<file path="src/rtl/wb_stage.sv">
// Writeback stage: MEM result register, big-endian load extraction, divider holding buffer and regfile port arbitration.
// Define WB_DIV_BYPASS_EN to let an idle-slot divider result write the regfile in the same cycle it is offered.
module wb_stage #(
    parameter int DATA_W       = 32,
    parameter int ADDR_W       = 5,
    parameter int STARVE_LIMIT = 4
) (
    input  logic              clk,
    input  logic              rst,
    input  logic              stall,
    input  logic              flush,
    input  logic              mem_valid,
    input  logic              mem_wreg,
    input  logic [ADDR_W-1:0] mem_waddr,
    input  logic [DATA_W-1:0] mem_alu_data,
    input  logic [2:0]        mem_ld_type,
    input  logic [1:0]        mem_addr_lo,
    input  logic [DATA_W-1:0] mem_rdata,
    input  logic              div_valid,
    output logic              div_ready,
    input  logic [ADDR_W-1:0] div_waddr,
    input  logic [DATA_W-1:0] div_wdata,
    output logic              we,
    output logic [ADDR_W-1:0] waddr,
    output logic [DATA_W-1:0] wdata,
    output logic              buf_valid,
    output logic [ADDR_W-1:0] buf_waddr,
    output logic              stall_req
);

    typedef enum logic [2:0] {
        LD_NONE = 3'd0,
        LD_B    = 3'd1,
        LD_BU   = 3'd2,
        LD_H    = 3'd3,
        LD_HU   = 3'd4,
        LD_W    = 3'd5
    } ld_type_e;

    localparam logic [3:0] LIMIT = STARVE_LIMIT[3:0];

    logic              valid_q, valid_d;
    logic              wreg_q, wreg_d;
    logic [ADDR_W-1:0] waddr_q, waddr_d;
    logic [DATA_W-1:0] alu_q, alu_d;
    logic [2:0]        ld_type_q, ld_type_d;
    logic [1:0]        addr_lo_q, addr_lo_d;
    logic [DATA_W-1:0] rdata_q, rdata_d;

    logic              buf_valid_q, buf_valid_d;
    logic [ADDR_W-1:0] buf_waddr_q, buf_waddr_d;
    logic [DATA_W-1:0] buf_wdata_q, buf_wdata_d;
    logic [3:0]        cnt_q, cnt_d;

    logic              stage_req, stage_wins, buf_drain, bypass, buf_load;
    logic [7:0]        byte_sel;
    logic [15:0]       half_sel;
    logic [DATA_W-1:0] stage_data;

    always_comb begin
        valid_d   = valid_q;
        wreg_d    = wreg_q;
        waddr_d   = waddr_q;
        alu_d     = alu_q;
        ld_type_d = ld_type_q;
        addr_lo_d = addr_lo_q;
        rdata_d   = rdata_q;
        if (flush) begin
            valid_d = 1'b0;
        end else if (!stall) begin
            valid_d   = mem_valid;
            wreg_d    = mem_wreg;
            waddr_d   = mem_waddr;
            alu_d     = mem_alu_data;
            ld_type_d = mem_ld_type;
            addr_lo_d = mem_addr_lo;
            rdata_d   = mem_rdata;
        end
    end

    // Big-endian lanes: byte 0 is the most significant byte of the word.
    always_comb begin
        byte_sel = '0;
        case (addr_lo_q)
            2'd0: byte_sel = rdata_q[31:24];
            2'd1: byte_sel = rdata_q[23:16];
            2'd2: byte_sel = rdata_q[15:8];
            2'd3: byte_sel = rdata_q[7:0];
            default: byte_sel = '0;
        endcase
        half_sel = addr_lo_q[1] ? rdata_q[15:0] : rdata_q[31:16];
        case (ld_type_q)
            LD_B:    stage_data = {{(DATA_W-8){byte_sel[7]}}, byte_sel};
            LD_BU:   stage_data = {{(DATA_W-8){1'b0}}, byte_sel};
            LD_H:    stage_data = {{(DATA_W-16){half_sel[15]}}, half_sel};
            LD_HU:   stage_data = {{(DATA_W-16){1'b0}}, half_sel};
            LD_W:    stage_data = rdata_q;
            default: stage_data = alu_q;
        endcase
    end

    always_comb begin
        stage_req  = valid_q && wreg_q && (waddr_q != '0);
        stall_req  = buf_valid_q && (cnt_q == LIMIT);
        stage_wins = stage_req && !(stall_req && stall);
        buf_drain  = !stage_wins && buf_valid_q;
        div_ready  = !buf_valid_q;
`ifdef WB_DIV_BYPASS_EN
        bypass     = !buf_valid_q && !stage_req && div_valid;
`else
        bypass     = 1'b0;
`endif
        // Zero-destination results complete the handshake but never occupy the buffer.
        buf_load   = div_valid && !buf_valid_q && !bypass && (div_waddr != '0);

        we    = 1'b0;
        waddr = '0;
        wdata = '0;
        if (stage_wins) begin
            we    = 1'b1;
            waddr = waddr_q;
            wdata = stage_data;
        end else if (buf_valid_q) begin
            we    = 1'b1;
            waddr = buf_waddr_q;
            wdata = buf_wdata_q;
        end else if (bypass && (div_waddr != '0)) begin
            we    = 1'b1;
            waddr = div_waddr;
            wdata = div_wdata;
        end

        buf_valid_d = (buf_valid_q && !buf_drain) || buf_load;
        buf_waddr_d = buf_load ? div_waddr : buf_waddr_q;
        buf_wdata_d = buf_load ? div_wdata : buf_wdata_q;

        if (!buf_valid_q || buf_drain) begin
            cnt_d = '0;
        end else if (stage_wins && (cnt_q != LIMIT)) begin
            cnt_d = cnt_q + 4'd1;
        end else begin
            cnt_d = cnt_q;
        end
    end

    always_ff @(posedge clk) begin
        if (!rst) begin
            valid_q     <= 1'b0;
            wreg_q      <= 1'b0;
            waddr_q     <= '0;
            alu_q       <= '0;
            ld_type_q   <= '0;
            addr_lo_q   <= '0;
            rdata_q     <= '0;
            buf_valid_q <= 1'b0;
            buf_waddr_q <= '0;
            buf_wdata_q <= '0;
            cnt_q       <= '0;
        end else begin
            valid_q     <= valid_d;
            wreg_q      <= wreg_d;
            waddr_q     <= waddr_d;
            alu_q       <= alu_d;
            ld_type_q   <= ld_type_d;
            addr_lo_q   <= addr_lo_d;
            rdata_q     <= rdata_d;
            buf_valid_q <= buf_valid_d;
            buf_waddr_q <= buf_waddr_d;
            buf_wdata_q <= buf_wdata_d;
            cnt_q       <= cnt_d;
        end
    end

    assign buf_valid = buf_valid_q;
    assign buf_waddr = buf_waddr_q;

endmodule

</file>
<file path="config.mk">
export PLATFORM = sky130hd
export DESIGN_NAME = wb_stage
export DESIGN_NICKNAME = d
export VERILOG_FILES = /design/src/rtl/wb_stage.sv
export SDC_FILE = /design/constraint.sdc
export NUM_CORES = 1
export LEC_CHECK = 0
export BUFFER_PORTS_ARGS = -buffer_cell sky130_fd_sc_hd__buf_2
export CAP_MARGIN = 20
export CORE_AREA = 2 2 146 148
export CTS_BUF_LIST = sky130_fd_sc_hd__clkbuf_4 sky130_fd_sc_hd__clkbuf_8
export DETAILED_ROUTE_END_ITERATION = 6
export DIE_AREA = 0 0 148 150
export PLACE_DENSITY = 0.65
export SLEW_MARGIN = 20
export SYNTH_ARGS = -nofsm -noshare
export SYNTH_HDL_FRONTEND = slang
export SYNTH_SLANG_ARGS = --single-unit
</file>
<file path="constraint.sdc">
create_clock -name clk -period 1.8 [get_ports clk]
set_clock_uncertainty 0.05 [all_clocks]
set_input_delay 0.27 -clock clk [delete_from_list [all_inputs] [get_ports clk]]
set_output_delay 0.27 -clock clk [all_outputs]
set_load 0.01 [all_outputs]
</file>
**Word level (Yosys, flattened, before mapping)**

Index checks and enable logic that the tools add are counted.
W data, S select, Z words.

- Bits of input ports: 118
- Word-level logic and storage cells: 56
- Register bits after elaboration: 118
- Output and inout port bits: 46

- Bitwise operators: 3
- Mux-type cells: 9
- $add $sub $neg: 1
- Reductions and logical operators: 22
- Equal/unequal tests: 10

Operators by type and width:

| cell | number |
|---|---|
| $pmux W32 S5 | 1 |
| $mux W32 | 2 |
| $pmux W8 S4 | 1 |
| $mux W16 | 1 |
| $logic_and A1 B1 Y1 | 10 |
| $mux W5 | 2 |
| $reduce_bool A5 Y1 | 2 |
| $eq A3 B2 Y1 const B | 2 |
| $eq A3 B3 Y1 const B | 2 |
| $add A4 B1 Y4 const B | 1 |
| $eq A2 B2 Y1 const B | 2 |
| $eq A4 B3 Y1 const B | 1 |
| $logic_not A1 Y1 | 4 |
| $ne A4 B3 Y1 const B | 1 |
| $reduce_or A2 Y1 | 2 |
| $eq A3 B1 Y1 const B | 1 |
| $not A1 Y1 | 3 |
| $eq A2 B1 Y1 const B | 1 |
| $logic_not A2 Y1 | 1 |
| $logic_or A1 B1 Y1 | 2 |
| $mux W1 | 2 |
| $reduce_and A2 Y1 | 1 |

**Longest topological paths before layout**

Gate-level depths: netlist of run 1.

- Depth in word-level cells: 10
- Depth in mapped cells: 8
- Depth with buffers taken out: 6

**Least setup slack after synthesis of run 1**

OpenSTA, ideal clock, no wires.

- Path kind: register -> output
- Start point: reg cnt_q[0]
- End point: out wdata[26]
- Path slack: -0.228 ns
- Buffers on the path: 2
- Data arrival time: 1.708 ns
- Stages on the path, launching flop included: 9
- Required time: 1.480 ns
- Cell sequence: dfxtp_1 inv_1 ha_1 nand3b_1 o211a_1 buf_2 buf_2 o211ai_1 o22ai_1

- Word-level cells in the longest chain between the ends: 6

RTL lines:

| element | line | text |
|---|---|---|
| from (decl) | 53 | `logic [3:0] cnt_q, cnt_d;` |
| from (signal assigned) | 170 | `cnt_q <= cnt_d;` |
| $eq A4 B3 Y1 | 104 | `stall_req = buf_valid_q && (cnt_q == LIMIT);` |
| $logic_and A1 B1 Y1 | 104 |  |
| $logic_and A1 B1 Y1 | 105 | `stage_wins = stage_req && !(stall_req && stall);` |
| $logic_not A1 Y1 | 105 |  |
| $logic_and A1 B1 Y1 | 105 |  |
| $mux W32 | 119 | `if (stage_wins) begin` |
| to (decl) | 25 | `output logic [DATA_W-1:0] wdata,` |

Every way passes these cells.

**Final worst setup path of run 1**

- Start point: reg addr_lo_q[1]
- End point: out wdata[8]

- Word-level cells in the longest chain between the ends: 4
- Elaborated cells between the ends (all ways): 8
- Those cells by class: eq/ne: 3; mux: 4; reduce/logical: 1

RTL lines:

| element | line | text |
|---|---|---|
| from (decl) | 47 | `logic [1:0] addr_lo_q, addr_lo_d;` |
| from (signal assigned) | 165 | `addr_lo_q <= addr_lo_d;` |
| $eq A2 B2 Y1 (tied with other cells) | 84 | `case (addr_lo_q)` |
| $pmux W8 S4 | 84 |  |
| $pmux W32 S5 * | 92 | `case (ld_type_q)` |
| $mux W32 * | 119 |  |

Every way passes the cells marked *; elsewhere a longest branch is shown, timed or not.

==> qor.yml, run 1 <==
status: "finished, violations left"
violations: "negative setup slack"
start_util_pct: 30.42
cp-end-kind: "output port"
die_area_mm2: 0.02220
via_per_inst: 5.097
use_met2_pct: 36.69
r2r_end: "cnt_q[3]"
power.total_w: 0.006505
fin_area_mm2: 0.009483
power.density_mw_per_mm2: 686.0
critPathArrivalTime_ns: 2.29
drc: 0
clock_path_buffers: 2
synth_fa_ha_area_share_pct: 0.3975
die_y_um: 150
synth_area_per_cell_um2: 8.009
drt_iter0_markers: 432
synth_ff_type: "dfxtp_1"
area_growth_pct: 50.65
hold_ws_ns: 0.01840
route.detailed.wl_per_inst_um: 18.61
cp-start-kind: "flop"
synth_top_area_cell: "dfxtp_1"
grt_max_degree: 92
grtUsageTotal_pct: 22.19
fin_crit_sh_pct: 145.1
fin_nets: 1139
synth_area_mm2: 0.006295
post_dp_cell_area_mm2: 0.008462
relSlewSlack_pct: 72.05
cap_violations: 0
async_flop_share_pct: 0
hpwl_mm: 17.48
drt_wl_total_mm: 24.36
nFillCells: 2052
critPathKind: "flop to output port"
yosys_register_bits: 118
finalSetupViolations: 38
synth_most_common_cell: "nand2_1"
synth-simple-area-share_pct: 21.94
grt_pass1_vias: 6603
synth_compound_area_share_pct: 29.06
crit_required_ns: 1.48
clk_latency_ns: 0.44
syn_nets: 906
cts_root_buf: "clkbuf_8"
setup_ws_ns: -0.8120
synthMuxAreaShare_pct: 4.870
gp_congestion: 0.9406
vias: 6672
netlist_top_cells_area: "dfxtp_1 (38%), nand2_1 (16%), a21boi_0 (9.7%)"
grt_use_met3_pct: 5.793
rr_worst_depth: 10
clk_pin_slew_worst_paths_ns: 0.07
r2r-start: "cnt_q[0]"
grt_pass1_wl_mm: 37.53
worstSetupStartpoint: "addr_lo_q[1]"
drive_above_1_share_pct: 41.07
drt_pass1_iterations: 5
endpoint: "wdata[8]"
peakVddDrop_mv: 0.4070
htree_num_levels: 4
synthTopCellsByCount: "nand2_1 (268), dfxtp_1 (118), a21boi_0 (81), clkbuf_1 (41), o22ai_1 (32)"
drv_slew: 0
path_max_fanout: 8
ys_seq_area_share_pct: 37.53
rows: 53
numCtsBuffers: 17
globalRoute.busiestLayer: "met2"
ys_types: 60
io_pins: 164
rsz0062_at_grt: "yes"
yosys.area_share.xor_xnor_pct: 0.4174
die_w_um: 148
io_buffers: 163
fp.coreArea_mm2: 0.02069
yosys_warnings: 0
p_leak_nw: 3.772
tightest_slew_ns: 0.4178
hold_path_class: "input port to flop"
synthCells: 786
use_met1_pct: 28.68
synth_edf_count: 0
period_needed_ns: 2.612
whs_path_depth: 3
max_freq_mhz: 382.9
cts_tree: "yes"
final_antenna_net_count: 0
hold_viol: 0
r2r_slack_ns: 0.07
cts_sinks: 118
synth.top_cell.area_share_pct: 37.53
synth_top_family_by_area: "compound AO/OA/AOI/OAI gates"
overflow: 0
antenna_found_initial: 5
==> report_power, final <==
part | total [W] | internal (W) | switching [W]
Sequential | 0.00283 | 0.00274 | 0.0000900
Combinational | 0.00126 | 0.000570 | 0.000686
Clock | 0.00242 | 0.00133 | 0.00109
Total | 0.00651 | 0.00464 | 0.00187
==> worst min-delay path by stage <==
stage	startpoint	to	slack, ns
CTS	div_wdata[30]	buf_wdata_q[30]	0.0004
global placement	buf_wdata_q[23]	buf_wdata_q[23]	0.39
global route	div_wdata[21]	buf_wdata_q[21]	0.003
detailed placement	buf_wdata_q[24]	buf_wdata_q[24]	0.40
floorplan	flush	valid_q	0.30
finish	div_wdata[15]	buf_wdata_q[15]	0.02
==> final cells by class <==
type                            count  area [um2]  share of cell area (%)
Multi-Input combinational cell    594        4260                   44.93
Sequential cell                   118        2372                   25.02
Tap cell                          275       344.1                   3.628
Timing Repair Buffer              283        2092                   22.06
Antenna cell                        4       10.01                  0.1056
Inverter                            5       18.77                  0.1979
Clock buffer                       21       282.8                   2.982
Clock inverter                      9       102.6                   1.082
==> cell usage in the layout (no fill, tap or decap), types with 10 or more instances in the layout <==
cell           instances
clkbuf_8              20
a211oi_2              14
nand2_1              265
buf_6                 14
buf_2                160
dlygate4sd3_1         10
a21boi_0              81
buf_4                 78
o211ai_1              31
nor2b_1               10
a21boi_1              30
dfxtp_1              114
o22ai_2               20
buf_12                18
==> state kept, by name, indices dropped and copies added (netlist names) <==
name	flops
cnt_q	4
ld_type_q	3
alu_q	32
valid_q	1
addr_lo_q	2
buf_wdata_q	32
rdata_q	32
waddr_q	5
wreg_q	1
buf_valid	1
buf_waddr	5
==> layer usage <==
layer,wire (um),share of wire (%)
met1,10800,44
met2,11560,47
met3,1514,6.2
met4,464,1.9
met5,13,0.053
==> critical path, cell delays in order, from the launching register on <==
cell	delay, ns
dfxtp_4	0.38
mux4_2	0.52
o31a_4	0.40
a221oi_4	0.28
o22ai_2	0.12
buf_2	0.15
==> cell families after synthesis <==
kind of cell,after synthesis
and+or+nand+nor,331
AOI/OAI and AO/OA,237
DFF,118
buffers and inverters,76
muxes,19
xor gates and xnor gates,3
adders and majority gates,2
==> what timing repair did <==
item	CTS	global route
pin swaps	12	9
hold buffers	10	0
hold endpoints to repair	10	0
resized for setup	50	27
setup buffers	11	4
gates cloned	5	0
setup endpoints to repair	41	42
==> through the flow <==
step                worst slack, ns  util (%)  cells  TNS (ns)
global placement            -0.3648     40.90   1250    -9.237
detailed placement          -0.3831     40.90   1250    -10.13
finish                      -0.8120     45.83   1309    -25.39
CTS                         -0.8343     45.28   1305    -26.87
global route                -0.9045     45.81   1307    -28.92
floorplan                  -0.07623         -    786    -1.941
Power figures use the tool's default switching activity.
==> run 2: changes to the inputs <==
Settings changed: CORE_AREA 2 2 146 148 to 2 2 116 118, DIE_AREA 0 0 148 150 to 0 0 118 120, PLACE_DENSITY 0.65 to 0.9.
==> run 2 against run 1 <==
The run still ends with negative setup slack left. Sequential share of layout area fell by 0.74 points. Clock-buffer cell count rose by 1. Routed wire length rose by 1.3%. Design area rose by 3.1%. Utilization rose by 29 points.
==> qor.yml, run 2 (same netlist as run 1, synthesis figures left out) <==
clk_pin_slew_worst_paths_ns: 0.07  # about the same
peakVddDrop_mv: 0.5900  # was 0.4070 mV
multiInputGateArea_mm2: 0.004295  # was 0.004260 mm2
worstSetupStartpoint: "addr_lo_q[1]"  # unchanged
cp-end-kind: "output port"  # unchanged
cts_sinks: 118  # unchanged
die_w_um: 118  # was 148 um
place_inst: 1157  # was 1,250
wl_met2_mm: 12.12  # was 11.56 mm
finalSetupViolations: 38  # unchanged
drt_iter0_markers: 661  # was 432
rr_worst_depth: 7  # was 10
fin_nets: 1166  # was 1,139
slowest_stage: "mux4_2"  # unchanged
antenna_found_initial: 0  # was 5
hpwl_mm: 15.71  # was 17.48 mm
grt_pass1_vias: 6913  # was 6,603
drc: 0  # unchanged
htree_num_levels: 4  # unchanged
max_freq_mhz: 382.6  # was 382.9 MHz
r2r-start: "buf_valid"  # was cnt_q[0]
critPathKind: "flop to output port"  # unchanged
status: "finished, violations left"  # unchanged
relSlewSlack_pct: 59.49  # was 72.05%
ff_latch_area_mm2: 0.002374  # was 0.002372 mm2
drt_wl_total_mm: 24.68  # was 24.36 mm
hold_ws_ns: 0.01192  # was 0.01840 ns
grt_max_degree: 56  # was 92
cts_root_buf: "clkbuf_8"  # unchanged
cap_violations: 0  # unchanged
start_util_pct: 48.50  # was 30.42%
grt_pass1_wl_mm: 35.80  # was 37.53 mm
hold_viol: 0  # unchanged
cpPeakStageDelay_ns: 0.53  # was 0.52 ns
cp-start-kind: "flop"  # unchanged
dr.max_layer_used: "met4"  # was met5
drv_slew: 0  # unchanged
drive_above_1_share_pct: 40.45  # was 41.07%
r2r_end: "buf_waddr[2]"  # was cnt_q[3]
nFillCells: 831  # was 2,052
diodes: 0  # was 4
utilization_pct: 75.31  # was 45.83%
overflow: 0  # unchanged
io_pins: 164  # unchanged
largestRegisters: "alu_q x32, buf_wdata_q x32, rdata_q x32"  # unchanged
crit_chain: "mux4_2 -> o31a_4 -> a221oi_4 -> o22ai_2 -> buf_2"  # unchanged
vias: 7229  # was 6,672
rsz0062_at_grt: "yes"  # unchanged
clk_latency_ns: 0.46  # was 0.44 ns
hold_path_class: "input port to flop"  # unchanged
die_area_mm2: 0.01416  # was 0.02220 mm2
fin_crit_sh_pct: 145.2  # was 145.1%
p_leak_nw: 3.964  # was 3.772 nW
crit_family: "compound AO/OA/AOI/OAI gates"  # unchanged
area_growth_pct: 55.30  # was 50.65%
path_buf_inv: 1  # unchanged
critPathArrivalTime_ns: 2.29  # about the same
period_needed_ns: 2.614  # was 2.612 ns
via_per_inst: 5.858  # was 5.097
io_buffers: 163  # unchanged
grtUsageTotal_pct: 32.55  # was 22.19%
drt_pass1_iterations: 6  # was 5
clock_path_buffers: 2  # unchanged
fp.coreArea_mm2: 0.01298  # was 0.02069 mm2
final_cell_mix: "nand2_1 (264), buf_2 (154), dfxtp_1 (111)"  # was nand2_1 (265), buf_2 (160), dfxtp_1 (114)
violations: "negative setup slack"  # unchanged
rows: 42  # was 53
layout_commonest_cell: "nand2_1"  # unchanged
r2r_slack_ns: 0.10  # was 0.07 ns
whs_path_depth: 3  # unchanged
path_depth: 5  # unchanged
final_antenna_net_count: 0  # unchanged
cts_tree: "yes"  # unchanged
crit_required_ns: 1.48  # about the same
die_y_um: 120  # was 150 um
wl_met3_mm: 1.951  # was 1.514 mm
path_max_fanout: 8  # unchanged
power.density_mw_per_mm2: 709.5  # was 686.0 mW/mm2
wl_met1_mm: 9.342  # was 10.80 mm
endpoint: "wdata[8]"  # unchanged
setup_ws_ns: -0.8137  # was -0.8120 ns
final_cells: 1234  # was 1,309
tightest_slew_ns: 0.6076  # was 0.4178 ns
route.detailed.wl_per_inst_um: 20.00  # was 18.61 um
gp_congestion: 0.9664  # was 0.9406
numCtsBuffers: 17  # unchanged
==> run 2: where the power goes <==
group	total, W	internal (W)	switching (W)
Sequential	0.00284	0.00274	0.0000991
Combinational	0.00139	0.000656	0.000734
Clock	0.00271	0.00161	0.00110
Total	0.00694	0.00501	0.00193
==> run 2: how the worst min path moves through the flow <==
stage,startpoint,to,slack (ns)
finish,mem_waddr[1],waddr_q[1],0.01
CTS,mem_alu_data[8],alu_q[8],0.0004
detailed placement,buf_wdata_q[22],buf_wdata_q[22],0.40
floorplan,flush,valid_q,0.30
global route,mem_alu_data[12],alu_q[12],0.009
global placement,buf_wdata_q[26],buf_wdata_q[26],0.39
==> run 2: layout make-up <==
class | instances | share of cell area, %
timing repair buffer | 312 | 24.89
inverter | 5 | 0.1920
tap | 176 | 2.253
multi-input combinational | 592 | 43.94
sequential | 118 | 24.28
clock inverter | 9 | 1.536
clock buffer | 22 | 2.905
==> run 2: routing by layer <==
metal,vias up,GRT usage (%)
met4,0,16.79
li1,3265,-
met3,108,6.844
met1,3448,38.23
met5,-,0
met2,408,56.10
==> run 2: what timing repair did <==
action | 4_1_cts | 5_1_grt
hold buffers | 30 | 0
cloned | 2 | 5
endpoints found under the setup margin | 40 | 75
pin swaps | 9 | 19
hold endpoints to repair | 30 | 0
gates resized for setup | 49 | 43
setup buffers | 4 | 7
==> run 2: stage by stage <==
step | power, W | area [um2] | worst slack, ns | TNS, ns
3_5_place_dp | 0.004008 | 8358 | -0.3169 | -9.390
5_1_grt | 0.007151 | 9776 | -0.8807 | -29.72
2_1_floorplan | 0.003522 | 6780 | -0.07623 | -1.941
4_1_cts | 0.006773 | 9393 | -0.8027 | -26.61
3_3_place_gp | 0.003980 | 8358 | -0.2796 | -8.334
6_report | 0.006936 | 9776 | -0.8137 | -27.21
==> run 2: worst register-to-register path: cells and delay by family (launching register included) <==
kind / cells / cell delay, ns
buf+inv: 3 / 0.52
compound gates: 2 / 0.26
flops: 1 / 0.36
simple gates: 2 / 0.39
==> run 3: changes to the inputs <==
Settings changed: BUFFER_PORTS_ARGS -buffer_cell sky130_fd_sc_hd__buf_2 to default, DONT_BUFFER_PORTS from default to 1, PLACE_DENSITY 0.9 to 0.78.
==> run 3 against run 2 <==
The run still ends with negative setup slack left. Cell count shrank 5.3%. Worst setup slack gained 0.094 ns. First-iteration DRC count fell by 2.1%. Largest cell class unchanged. Design area fell by 1.5%. Clock power is 9.2% lower. Largest power group unchanged. Total power is 4.6% lower. Die area is the same. Utilization is 1.1 points lower. Routed wire length rose by 1.1%. Via count decreased by 2.1%. Non-clock buffer count shrank 66. Clock-buffer cell count stayed put.
==> qor.yml, run 3 (same netlist as run 1, synthesis figures left out) <==
fp.coreArea_mm2: 0.01298  # unchanged
place_inst: 996  # was 1,157
hpwl_mm: 15.79  # was 15.71 mm
htree_num_levels: 4  # unchanged
period_needed_ns: 2.520  # was 2.614 ns
pwr-share-clk_pct: 37.2  # was 39.0%
tightest_slew_ns: 0.6010  # was 0.6076 ns
power.density_mw_per_mm2: 687.2  # was 709.5 mW/mm2
drt_wl_total_mm: 24.94  # was 24.68 mm
start_util_pct: 48.50  # unchanged
io_buffers: 0  # was 163
rsz0062_at_grt: "yes"  # unchanged
peakVddDrop_mv: 0.5770  # was 0.5900 mV
fin_setup_tns_ns: -24.77  # was -27.21 ns
antenna_found_initial: 0  # unchanged
io_pins: 164  # unchanged
drv_slew: 0  # unchanged
path_max_fanout: 8  # unchanged
drt_pass1_iterations: 6  # unchanged
rows: 42  # unchanged
seqPwrFrac_pct: 43.0  # was 40.9%
grt_max_degree: 100  # was 56
max_freq_mhz: 396.8  # was 382.6 MHz
crit_required_ns: 1.48  # about the same
hold_viol: 0  # unchanged
cpPeakStageDelay_ns: 0.55  # was 0.53 ns
finalSetupViolations: 40  # was 38
crit_chain: "mux4_2 -> o31a_4 -> a221oi_4 -> o22ai_4"  # was mux4_2 -> o31a_4 -> a221oi_4 -> o22ai_2 -> buf_2
utilization_pct: 74.20  # was 75.31%
largestRegisters: "alu_q x32, buf_wdata_q x32, rdata_q x32"  # unchanged
clock_path_buffers: 2  # unchanged
drc: 0  # unchanged
layout_commonest_cell: "nand2_1"  # unchanged
hold_path_class: "input port to flop"  # unchanged
cts_root_buf: "clkbuf_8"  # unchanged
grtUsageTotal_pct: 34.97  # was 32.55%
p_leak_nw: 3.609  # was 3.964 nW
status: "finished, violations left"  # unchanged
sw_frac_of_total_pct: 28.64  # was 27.80%
route.detailed.wl_per_inst_um: 21.36  # was 20.00 um
die_y_um: 120  # unchanged
area_growth_pct: 52.99  # was 55.30%
clk_pin_slew_worst_paths_ns: 0.06  # was 0.07 ns
drive_above_1_share_pct: 27.04  # was 40.45%
grt_pass1_vias: 7237  # was 6,913
vias: 7075  # was 7,229
violations: "negative setup slack"  # unchanged
die_area_mm2: 0.01416  # unchanged
overflow: 0  # unchanged
critPathKind: "flop to output port"  # unchanged
nFillCells: 852  # was 831
grt_pass1_wl_mm: 38.34  # was 35.80 mm
cts_sinks: 118  # unchanged
cp-start-kind: "flop"  # unchanged
cap_violations: 0  # unchanged
final_antenna_net_count: 0  # unchanged
relSlewSlack_pct: 59.94  # was 59.49%
fin_crit_sh_pct: 140.0  # was 145.2%
die_w_um: 118  # unchanged
power_switching_w: 0.001895  # was 0.001928 W
via_per_inst: 6.057  # was 5.858
fin_nets: 1100  # was 1,166
final_cell_mix: "nand2_1 (264), dlygate4sd3_1 (128), dfxtp_1 (112)"  # was nand2_1 (264), buf_2 (154), dfxtp_1 (111)
gp_congestion: 0.9275  # was 0.9664
critPathArrivalTime_ns: 2.20  # was 2.29 ns
numCtsBuffers: 17  # unchanged
hold_ws_ns: 0.008094  # was 0.01192 ns
power_frac_comb_pct: 19.8  # was 20.0%
setup_ws_ns: -0.7199  # was -0.8137 ns
drt_iter0_markers: 647  # was 661
dp_slack_ns: -0.2700  # was -0.3169 ns
clk_latency_ns: 0.45  # was 0.46 ns
cts_tree: "yes"  # unchanged
final_cells: 1168  # was 1,234
p_int_w: 0.004723  # was 0.005008 W
slowest_stage: "mux4_2"  # unchanged
cp-end-kind: "output port"  # unchanged
run 3: area by class of cell:
class	count	area, um2	share of cell area [%]
multi-input cells	592	4238	44.00
repair buffers	246	2389	24.80
flip-flops and latches	118	2372	24.63
clock buffers	22	290.3	3.014
well taps	176	220.2	2.287
clock inverters	8	100.1	1.039
inverters	5	18.77	0.1949
diodes	1	2.502	0.02598
run 3: power groups by stage:
stage,Clock [W],Sequential [W],Combinational (W)
floorplan,0,0.00287,0.000650
global placement,0,0.00289,0.000931
detailed placement,0,0.00289,0.000956
CTS,0.00245,0.00284,0.00126
global route,0.00260,0.00285,0.00139
finish,0.00246,0.00284,0.00131
run 3: layer usage:
layer  track usage, %  part of all wire (%)
met1            39.69                    37
met3            9.221                   8.1
met4            16.49                   4.3
met2            61.30                    50
met5                0                     0
run 3: through the flow:
stage	instance area (um2)	total power (W)
finish	9630	0.006618
global route	9628	0.006844
CTS	9504	0.006546
detailed placement	7557	0.003848
global placement	7557	0.003817
floorplan	6780	0.003522
run 3: what timing repair did:
action / 4_1_cts / 5_1_grt
buffers inserted: 3 / 11
cloned: 1 / 0
pin swaps: 5 / 13
setup endpoints to repair: 38 / 39
hold buffers: 129 / 0
gates resized for setup: 42 / 14
endpoints found under the hold margin: 118 / 0
run 3: final timing paths:
kind,from,to,slack (ns),cells after the start
worst max-delay path,addr_lo_q[1],wdata[10],-0.72,4
worst min-delay path,mem_addr_lo[1],addr_lo_q[1],0.008,2
worst max register to register,cnt_q[1],cnt_q[2],-0.03,10
worst min register to register,buf_wdata_q[3],buf_wdata_q[3],0.40,2
run 3: worst max-delay path: cells and delay by family (launching register included):
family | cells | cell delay [ns]
flops | 1 | 0.37
mux | 1 | 0.55
compound gates | 3 | 0.82
